File: src/rtl/mem_pkg.sv
// ---------------------------------------------------------------------------
// mem_pkg
// Shared definitions for the memory-stage load/store controller:
//   - funct3 encodings for RV32 loads and stores
//   - FSM state type for the access controller
//   - lane count of the 32-bit data-memory port
// ---------------------------------------------------------------------------
package mem_pkg;

  localparam int MEM_XLEN  = 32;
  localparam int MEM_LANES = MEM_XLEN / 8;

  // Load encodings
  localparam logic [2:0] F3_LB  = 3'b000;
  localparam logic [2:0] F3_LH  = 3'b001;
  localparam logic [2:0] F3_LW  = 3'b010;
  localparam logic [2:0] F3_LBU = 3'b100;
  localparam logic [2:0] F3_LHU = 3'b101;

  // Store encodings (share the low codes with the loads)
  localparam logic [2:0] F3_SB  = 3'b000;
  localparam logic [2:0] F3_SH  = 3'b001;
  localparam logic [2:0] F3_SW  = 3'b010;

  typedef enum logic [1:0] {
    IDLE = 2'd0,
    BUSY = 2'd1,
    DONE = 2'd2
  } state_t;

endpackage

File: src/rtl/store_align.sv
// ---------------------------------------------------------------------------
// store_align
// Combinational decode of one memory access: classifies funct3 as legal or
// illegal, detects misalignment, and for stores builds the byte strobes and
// lane-replicated write data. Loads always produce zero strobes and data.
// Ports:
//   i_funct3     access type
//   i_isStore    1 = store, 0 = load
//   i_off        byte offset (address[1:0])
//   i_wd         store source register value
//   o_wstrb      byte-lane write strobes
//   o_wdata      replicated store data
//   o_misaligned half on odd address, or word not on a 4-byte boundary
//   o_illegal    funct3 not a valid load/store encoding
// Only a 32-bit datapath (4 lanes) is supported.
// ---------------------------------------------------------------------------
module store_align
  import mem_pkg::*;
(
  input  logic [2:0]           i_funct3,
  input  logic                 i_isStore,
  input  logic [1:0]           i_off,
  input  logic [MEM_XLEN-1:0]  i_wd,
  output logic [MEM_LANES-1:0] o_wstrb,
  output logic [MEM_XLEN-1:0]  o_wdata,
  output logic                 o_misaligned,
  output logic                 o_illegal
);

  // Size is encoded in funct3[1:0] for both loads and stores, so alignment
  // does not depend on direction. Stores only have the three low encodings;
  // loads additionally have the two unsigned variants.
  always_comb begin
    o_wstrb      = '0;
    o_wdata      = '0;
    o_misaligned = 1'b0;
    o_illegal    = 1'b0;

    case (i_funct3[1:0])
      2'b01:   o_misaligned = i_off[0];
      2'b10:   o_misaligned = (i_off != 2'b00);
      default: o_misaligned = 1'b0;
    endcase

    if (i_isStore) begin
      o_illegal = i_funct3[2] | (i_funct3 == 3'b011);
    end else begin
      o_illegal = (i_funct3 == 3'b011) | (i_funct3 == 3'b110) |
                  (i_funct3 == 3'b111);
    end

    if (i_isStore && !o_illegal) begin
      case (i_funct3)
        F3_SB: begin
          o_wstrb = 4'b0001 << i_off;
          o_wdata = {4{i_wd[7:0]}};
        end
        F3_SH: begin
          o_wstrb = i_off[1] ? 4'b1100 : 4'b0011;
          o_wdata = {2{i_wd[15:0]}};
        end
        F3_SW: begin
          o_wstrb = 4'b1111;
          o_wdata = i_wd;
        end
        default: begin
          o_wstrb = '0;
          o_wdata = '0;
        end
      endcase
    end
  end

endmodule

File: src/rtl/mem_access_unit.sv
// ---------------------------------------------------------------------------
// mem_access_unit
// Memory-stage load/store controller sitting in front of the load extender.
// Turns the M-stage access into a req/ready transaction, stalls the pipeline
// while it is in flight, and returns the raw read word plus byte offset.
// Misaligned/illegal accesses fault immediately without touching memory; a
// memory that never answers faults after TIMEOUT busy cycles.
// Ports:
//   clk, reset                 clock / async active-high reset
//   MemReadM, MemWriteM        M-stage load / store
//   funct3M                    access type
//   ALUResultM                 effective byte address
//   WriteDataM                 store source
//   StallM                     hold F..M this cycle
//   MemFaultM                  one-cycle fault pulse
//   RD_data, byteAddrM         captured read word and address[1:0]
//   mem_req, mem_we, mem_addr,
//   mem_wstrb, mem_wdata       registered request to data memory
//   mem_ready, mem_rdata       memory handshake / read data
// Parameters:
//   XLEN     datapath width (only 32 supported)
//   TIMEOUT  busy cycles before fault; 0 disables the timeout
// ---------------------------------------------------------------------------
module mem_access_unit
  import mem_pkg::*;
#(
  parameter int XLEN    = 32,
  parameter int TIMEOUT = 64
) (
  input  logic                 clk,
  input  logic                 reset,
  input  logic                 MemReadM,
  input  logic                 MemWriteM,
  input  logic [2:0]           funct3M,
  input  logic [XLEN-1:0]      ALUResultM,
  input  logic [XLEN-1:0]      WriteDataM,
  output logic                 StallM,
  output logic                 MemFaultM,
  output logic [XLEN-1:0]      RD_data,
  output logic [1:0]           byteAddrM,
  output logic                 mem_req,
  output logic                 mem_we,
  output logic [XLEN-1:0]      mem_addr,
  output logic [MEM_LANES-1:0] mem_wstrb,
  output logic [XLEN-1:0]      mem_wdata,
  input  logic                 mem_ready,
  input  logic [XLEN-1:0]      mem_rdata
);

  localparam int CW = (TIMEOUT > 1) ? $clog2(TIMEOUT) : 1;

  state_t                 r_state;
  state_t                 w_nextState;
  logic                   w_access;
  logic                   w_fault;
  logic                   w_misaligned;
  logic                   w_illegal;
  logic                   w_idleFault;
  logic                   w_accept;
  logic                   w_complete;
  logic                   w_timeout;
  logic [MEM_LANES-1:0]   w_wstrb;
  logic [XLEN-1:0]        w_wdata;

  logic                   r_memReq;
  logic                   r_memWe;
  logic [XLEN-1:0]        r_memAddr;
  logic [MEM_LANES-1:0]   r_memWstrb;
  logic [XLEN-1:0]        r_memWdata;
  logic [XLEN-1:0]        r_rdData;
  logic [1:0]             r_byteAddr;
  logic [1:0]             r_off;
  logic                   r_timeoutFault;
  logic [CW-1:0]          r_count;

  store_align u_storeAlign (
    .i_funct3     (funct3M),
    .i_isStore    (MemWriteM),
    .i_off        (ALUResultM[1:0]),
    .i_wd         (WriteDataM),
    .o_wstrb      (w_wstrb),
    .o_wdata      (w_wdata),
    .o_misaligned (w_misaligned),
    .o_illegal    (w_illegal)
  );

  assign w_access   = MemReadM | MemWriteM;
  assign w_fault    = (MemReadM & MemWriteM) | w_illegal | w_misaligned;
  assign w_accept   = (r_state == IDLE) & w_access & ~w_fault;
  // A ready seen without an outstanding request is not a completion.
  assign w_complete = (r_state == BUSY) & r_memReq & mem_ready;
  assign w_timeout  = (TIMEOUT != 0) && (r_state == BUSY) && !mem_ready &&
                      (r_count == CW'(TIMEOUT - 1));

  // State register
  always_ff @(posedge clk or posedge reset) begin
    if (reset) begin
      r_state <= IDLE;
    end else begin
      r_state <= w_nextState;
    end
  end

  // Next state and stall. StallM drops in DONE so the instruction leaves M
  // on the DONE edge; the next instruction is evaluated in the following IDLE.
  always_comb begin
    w_nextState = r_state;
    StallM      = 1'b0;
    w_idleFault = 1'b0;
    case (r_state)
      IDLE: begin
        if (w_access) begin
          if (w_fault) begin
            w_idleFault = 1'b1;
          end else begin
            StallM      = 1'b1;
            w_nextState = BUSY;
          end
        end
      end
      BUSY: begin
        StallM = 1'b1;
        if (w_complete || w_timeout) begin
          w_nextState = DONE;
        end
      end
      DONE: begin
        w_nextState = IDLE;
      end
      default: begin
        w_nextState = IDLE;
      end
    endcase
  end

  // Request registers are loaded once on accept and held until the next
  // accept, so the memory sees stable fields for the whole transaction.
  always_ff @(posedge clk or posedge reset) begin
    if (reset) begin
      r_memReq       <= 1'b0;
      r_memWe        <= 1'b0;
      r_memAddr      <= '0;
      r_memWstrb     <= '0;
      r_memWdata     <= '0;
      r_rdData       <= '0;
      r_byteAddr     <= 2'b00;
      r_off          <= 2'b00;
      r_timeoutFault <= 1'b0;
    end else begin
      r_timeoutFault <= 1'b0;
      if (w_accept) begin
        r_memReq   <= 1'b1;
        r_memWe    <= MemWriteM;
        r_memAddr  <= {ALUResultM[XLEN-1:2], 2'b00};
        r_memWstrb <= w_wstrb;
        r_memWdata <= w_wdata;
        r_off      <= ALUResultM[1:0];
      end
      if (w_complete) begin
        r_memReq <= 1'b0;
        if (!r_memWe) begin
          r_rdData   <= mem_rdata;
          r_byteAddr <= r_off;
        end
      end
      if (w_timeout) begin
        r_memReq       <= 1'b0;
        r_timeoutFault <= 1'b1;
      end
    end
  end

  // Counts busy cycles without ready; cleared whenever not waiting in BUSY.
  always_ff @(posedge clk or posedge reset) begin
    if (reset) begin
      r_count <= '0;
    end else if ((r_state == BUSY) && !mem_ready) begin
      r_count <= r_count + 1'b1;
    end else begin
      r_count <= '0;
    end
  end

  assign MemFaultM = w_idleFault | r_timeoutFault;
  assign RD_data   = r_rdData;
  assign byteAddrM = r_byteAddr;
  assign mem_req   = r_memReq;
  assign mem_we    = r_memWe;
  assign mem_addr  = r_memAddr;
  assign mem_wstrb = r_memWstrb;
  assign mem_wdata = r_memWdata;

endmodule
File: config.mk
export PLATFORM = sky130hd
export DESIGN_NAME = mem_access_unit
export DESIGN_NICKNAME = d
export VERILOG_FILES = /design/src/rtl/mem_pkg.sv /design/src/rtl/store_align.sv /design/src/rtl/mem_access_unit.sv
export SDC_FILE = /design/constraint.sdc
export NUM_CORES = 1
export LEC_CHECK = 0
export ABC_AREA = 1
export CAP_MARGIN = 15
export CORE_MARGIN = 3
export CORE_UTILIZATION = 25
export DETAILED_ROUTE_END_ITERATION = 16
export MAX_ROUTING_LAYER = met4
export PLACE_DENSITY_LB_ADDON = 0.08
export REMOVE_ABC_BUFFERS = 1
export SLEW_MARGIN = 20
export SYNTH_ARGS = -nofsm -noshare
export SYNTH_HDL_FRONTEND = slang
export SYNTH_HIERARCHICAL = 1
export SYNTH_SLANG_ARGS = --single-unit
File: constraint.sdc
create_clock -name clk -period 3.6 [get_ports clk]
set_input_delay 0.54 -clock clk [delete_from_list [all_inputs] [get_ports clk]]
set_output_delay 0.54 -clock clk [all_outputs]
set_load 0.02 [all_outputs]
==> results of run 1 <==
[layout by cell type, fill, tap and decap left out]
master	instances
a21oi_1	3
a31o_2	1
buf_12	1
buf_4	7
bufinv_16	3
clkbuf_1	1
clkbuf_16	17
clkdlybuf4s50_1	207
clkinv_1	1
clkinv_4	7
clkinvlp_4	2
conb_1	2
dfrtp_1	113
diode_2	1
ha_1	5
inv_1	44
inv_2	4
inv_4	3
inv_6	2
nand2_1	317
nand2_2	2
nand3_1	110
nand3_4	1
nor2_1	25
nor2_4	2
o21ai_0	5
o21ai_1	3
o21ai_2	1
xor2_1	2
[through the flow]
step | instances | hold slack (ns)
after floorplan | 644 | 0.472
after CTS | 1161 | 0.474
after global placement | 1129 | 0.454
final | 1162 | 0.468
after global routing | 1162 | 0.488
after detailed placement | 1129 | 0.458
[area by class of cell]
class                   count  area share
diodes                      1    0.000306
clock buffers              18      0.0525
clock inverters            14      0.0225
inverters                  52      0.0248
multi-input cells         479       0.250
flip-flops and latches    113       0.346
well taps                 270      0.0413
repair buffers            215       0.262
[report_power, final]
| part | switching, µW | internal [µW] |
|---|---|---|
| clock network | 640 | 1100 |
| registers | 219 | 1680 |
| logic | 1240 | 971 |
[metal layers]
| metal | vias to the layer above | wire (µm) | GRT usage |
|---|---|---|---|
| met4 | 0 | 145 | 0.0325 |
| li1 | 2495 | - | - |
| met1 | 2348 | 7540 | 0.184 |
| met3 | 9 | 1360 | 0.0562 |
| met5 | - | 0 | - |
| met2 | 164 | 7310 | 0.226 |
[cells by family after synthesis]
group,count (synthesis),synth area share
AO/OA/AOI/OAI,13,0.0136
XOR/XNOR,2,0.00328
adder cells (fa/ha/maj),5,0.0117
buffers and inverters,91,0.0892
flip-flops,113,0.529
other,1,0.000702
AND/OR/NAND/NOR,457,0.352
[flip-flops by register name, summed over array words and instances, names as in the netlist]
signal and cells:
byteAddrM 2, mem_req 1, mem_addr 30, r_timeoutFault 1, r_state 2, mem_wdata 32, r_off 2, r_count 6
mem_wstrb 4, RD_data 32, mem_we 1
[tightest hold or removal path, stage by stage, from the launching register on]
cell and delay, ns:
dfrtp_1 0.34, nand2_1 0.05, nand2_1 0.05
[synth_stat cells, drive strengths merged]
cell type    n
dfrtp      113
o21ai        9
nand2      319
nand3      111
ha           5
clkinv       1
conb         1
buf         33
inv         51
nor2        27
a21oi        3
clkbuf       6
a31o         1
xor2         2
[worst max-delay path by stage]
stage,startpoint,endpoint,slack [ns]
global route,funct3M[0],StallM,0.10
detailed placement,funct3M[0],StallM,0.28
floorplan,funct3M[0],StallM,-1.00
global placement,funct3M[0],StallM,0.33
CTS,funct3M[0],StallM,0.27
finish,funct3M[0],StallM,0.28
==> metrics, run 1 <==
Top Family by Delay on Critical Path=buffers and inverters; via/cell ratio=~4.3; setup TNS=0 ns; Layout Nets=987; Max Clock Skew=0.00939 ns; CTS resizes=0; yosys warns=6; # DRC=0; outcome=finished, final reports clean; critical path class=input port to output pin; Rel. slew slack=0.348; CTS clk-pin slew, worst paths=approximately 0.050 ns; post-synth top area share=0.529; period utilisation layout=0.923; clock sink count=around 110; H-tree Lvls=4; post-CTS setup buffers=0; initial antenna violation count=1; first-pass GRT wire length=approximately 27 mm; Design Power=around 6000 µW; CP cell instances=clkdlybuf4s50_1 -> inv_1 -> ha_1 -> o21ai_0 -> nand2_1 -> nor2_1 -> nand2_1 -> nor2_4 -> inv_2 -> nand2_1 -> clkdlybuf4s50_1; achievable frequency=roughly 300 MHz; Final setup viols=0; max incr delay on CP=0.63 ns; multi-input logic area=roughly 2000 µm²; max cap viols=0; total grt overflow=0; register area=~2800 µm²; r2r worst-path depth=3; Yosys cell types=24; CTS tree=done; RSZ-0062 raised after global routing=false; post-synthesis sequential area ratio=0.529; #FFs+latches synth=approximately 110; CTS root buffer=clkbuf_16; Hold Crit Class=flip-flop to flip-flop; Filler cells=2086; Critical Path Slowest Stage Cell=clkdlybuf4s50_1; std cell rows=52; vias in the first global route=5125; startpoint types=input port; Area Overhead vs Synth=53.0%; Power per Cell Area=just over 700 nW/µm²; TritonRoute pass-1 iters=4; HPWL Detailed=about 11 mm; clk buf depth=2; worst hold start=mem_wdata[28]$_DFFE_PP0P_; FF-to-FF Start=mem_we$_DFFE_PP0P_; pin count of the biggest net entering global routing=74; pin slew with the least headroom to its limit=roughly 1 ns; worst vdd ir=between 0.2 and 0.3 mV; Crit Reg-Reg Endpoint=byteAddrM[1]$_DFFE_PP0P_; final hold violation count=0; Place WS=0.281 ns; Crit. path cell count=11; final count of pins violating max slew=0; Routed WL per cell=approximately 14 µm; Initial Util=0.259; crit-path max FO=4; CP endpoint kind=output pin; Num CTS Buffers=17; CTS Hold Bufs=0; leakage power=between 0.004 and 0.005 µW; fin area=around 8200 µm²; worst hold endpoint=mem_wdata[28]$_DFFE_PP0P_; final wirelength=16.3 mm; placed cell areas=between 7000 and 8000 µm²; gpl congestion=between 0.7 and 0.8; CORE AREA=between 20000 and 25000 µm²; synthesized area per cell=approximately 7.8 µm²; Worst Path Buf+Inv=4; Worst R2R Setup Slack=1.22 ns; die width=~150 µm; drt initial violations=197; share of cells above drive strength 1=0.0595; post-route setup slack=0.278 ns; Mapped Cells=682; clock latency on the worst-skew pair=roughly 0.4 ns; Die H=around 150 µm; Synth area leader=dfrtp_1; Die Area=23200 µm²; fin util=0.396; gr usage total=0.147; most frequent cell on the critical path=nand2_1; CP required=roughly 3.1 ns; vias=approximately 5.0k; buffers added on ports=roughly 210; fin crit period=about 3.3 ns; number of nets still failing antenna checks after routing=0; crit path DAT=roughly 2.8 ns; Hold Crit Depth=2; I/O pin count=210; synthesized area=roughly 5300 µm²; largest cells by area after synthesis=dfrtp_1 (53%), nand2_1 (22%), nand3_1 (10%)
Power figures use the tool's default switching activity.
==> run 2, diff against run 1 <==
- CORE_ASPECT_RATIO: unset -> 1.1
- CORE_MARGIN: 3 -> unset
- HOLD_SLACK_MARGIN: unset -> 0.02
==> run 2 against run 1 <==
Maximum frequency up 1.5%; clock skew up 0.0022 ns; hold slack about the same; largest cell class unchanged; critical endpoint unchanged.
==> metrics, run 2 (synthesized netlist as in run 1, its figures left out) <==
outcome=finished, final reports clean (unchanged); CTS root buffer=clkbuf_16 (unchanged); final count of pins violating max slew=0 (unchanged); crit path DAT=2.73 ns (was 2.78 ns); Final Instance Count excl. Fillers=1176 (was 1162); fin crit period=3.27 ns (was 3.32 ns); worst vdd ir=0.303 mV (was 0.296 mV); CORE AREA=20800 µm² (was 20600 µm²); Power per Cell Area=703 nW/µm² (was 715 nW/µm²); TritonRoute pass-1 iters=4 (unchanged); startpoint types=input port (unchanged); clock sink count=113 (unchanged); most common cell after layout, fill and taps aside=nand2_1 (unchanged); drt initial violations=216 (was 197); pin count of the biggest net entering global routing=74 (unchanged); n_diodes=0 (was 1); crit-path max FO=4 (unchanged); CP required=3.06 ns (about the same); clk buf depth=2 (unchanged); die width=141 µm (was 152 µm); HPWL Detailed=10.9 mm (was 11.1 mm); std cell rows=55 (was 52); pin slew with the least headroom to its limit=0.979 ns (was 0.972 ns); Area Overhead vs Synth=52.6% (was 53.0%); RSZ-0062 raised after global routing=false (unchanged); Placed Cells=1145 (was 1129); Hold Crit Class=flip-flop to flip-flop (unchanged); CTS clk-pin slew, worst paths=0.05 ns (about the same); Worst R2R Setup Slack=1.26 ns (was 1.22 ns); I/O pin count=210 (unchanged); Layout Nets=988 (was 987); CTS Hold Bufs=0 (unchanged); Rel. slew slack=0.343 (was 0.348); gpl congestion=0.803 (was 0.766); total grt overflow=0 (unchanged); Max Clock Skew=0.0116 ns (was 0.00939 ns); gr usage total=0.154 (was 0.147); leakage power=0.00415 µW (was 0.00416 µW); H-tree Lvls=4 (unchanged); Design Power=5730 µW (was 5850 µW); via/cell ratio=4.25 (was 4.32); Initial Util=0.257 (was 0.259); final hold violation count=0 (unchanged); buffers added on ports=207 (unchanged); CP endpoint kind=output pin (unchanged); Filler cells=2173 (was 2086); multi-input logic area=2050 µm² (unchanged); Num CTS Buffers=17 (unchanged); share of cells above drive strength 1=0.0595 (unchanged); Die H=155 µm (was 152 µm); critical path class=input port to output pin (unchanged); CTS resizes=0 (unchanged); initial antenna violation count=0 (was 1); first-pass GRT wire length=25.5 mm (was 26.9 mm); clock latency on the worst-skew pair=0.41 ns (about the same); # DRC=0 (unchanged); register area=2830 µm² (unchanged); post-CTS setup buffers=0 (unchanged); commonest cells after routing, fill and taps aside=nand2_1 (317), clkdlybuf4s50_1 (207), dfrtp_1 (113) (unchanged); max cap viols=0 (unchanged); CTS tree=done (unchanged); vias=5002 (was 5016); vias in the first global route=4935 (was 5125); achievable frequency=305 MHz (was 301 MHz); final wirelength=15.9 mm (was 16.3 mm); number of nets still failing antenna checks after routing=0 (unchanged); Final setup viols=0 (unchanged); period utilisation layout=0.910 (was 0.923); Die Area=22000 µm² (was 23200 µm²); Routed WL per cell=13.5 µm (was 14.1 µm)
-- run 2: where the power goes --
group	switching, µW	internal [µW]
sequential	218	1680
combinational	1230	972
clock	618	1020
-- run 2: metal layers --
layer / GRT usage / vias up / wire, µm
met1: 0.187 / 2322 / 7360
met5: - / - / 0
met4: 0.0507 / 0 / 151
li1: - / 2504 / -
met2: 0.241 / 167 / 7290
met3: 0.0477 / 9 / 1120
-- run 2: final timing paths --
| check | start | end | depth (start not counted) |
|---|---|---|---|
| min in group asynchronous | reset | mem_addr[29]$_DFFE_PP0P_ | 2 |
| max | funct3M[0] | StallM | 11 |
| max reg2reg | mem_we$_DFFE_PP0P_ | byteAddrM[1]$_DFFE_PP0P_ | 3 |
| min | RD_data[8]$_DFFE_PP0P_ | RD_data[8]$_DFFE_PP0P_ | 2 |
| min reg2reg | RD_data[8]$_DFFE_PP0P_ | RD_data[8]$_DFFE_PP0P_ | 2 |
| max in group asynchronous | reset | RD_data[20]$_DFFE_PP0P_ | 3 |
-- run 2: layout make-up --
| type | instances | share of cell area |
|---|---|---|
| multi-input combinational | 479 | 0.251 |
| timing repair buffer | 216 | 0.264 |
| clock buffer | 18 | 0.0526 |
| tap | 285 | 0.0437 |
| inverter | 52 | 0.0249 |
| clock inverter | 13 | 0.0170 |
| sequential | 113 | 0.347 |
-- run 2: through the flow --
stage               worst slack, ns  setup TNS [ns]  area [µm²]   util  hold WS [ns]
floorplan                     -1.00          -29.21        5070      -         0.472
global placement              0.287               0        7590  0.365         0.453
detailed placement            0.277               0        7590  0.365         0.460
CTS                           0.279               0        8150  0.392         0.473
global route                  0.105               0        8150  0.392         0.486
finish                        0.326               0        8150  0.392         0.468
-- run 2: worst max-delay path, stage by stage --
cell and delay (ns):
clkdlybuf4s50_1 0.50, inv_1 0.07, ha_1 0.24, o21ai_0 0.16, nand2_1 0.06, nor2_1 0.16, nand2_1 0.13, nor2_4 0.13
inv_2 0.04, nand2_1 0.05, clkdlybuf4s50_1 0.63
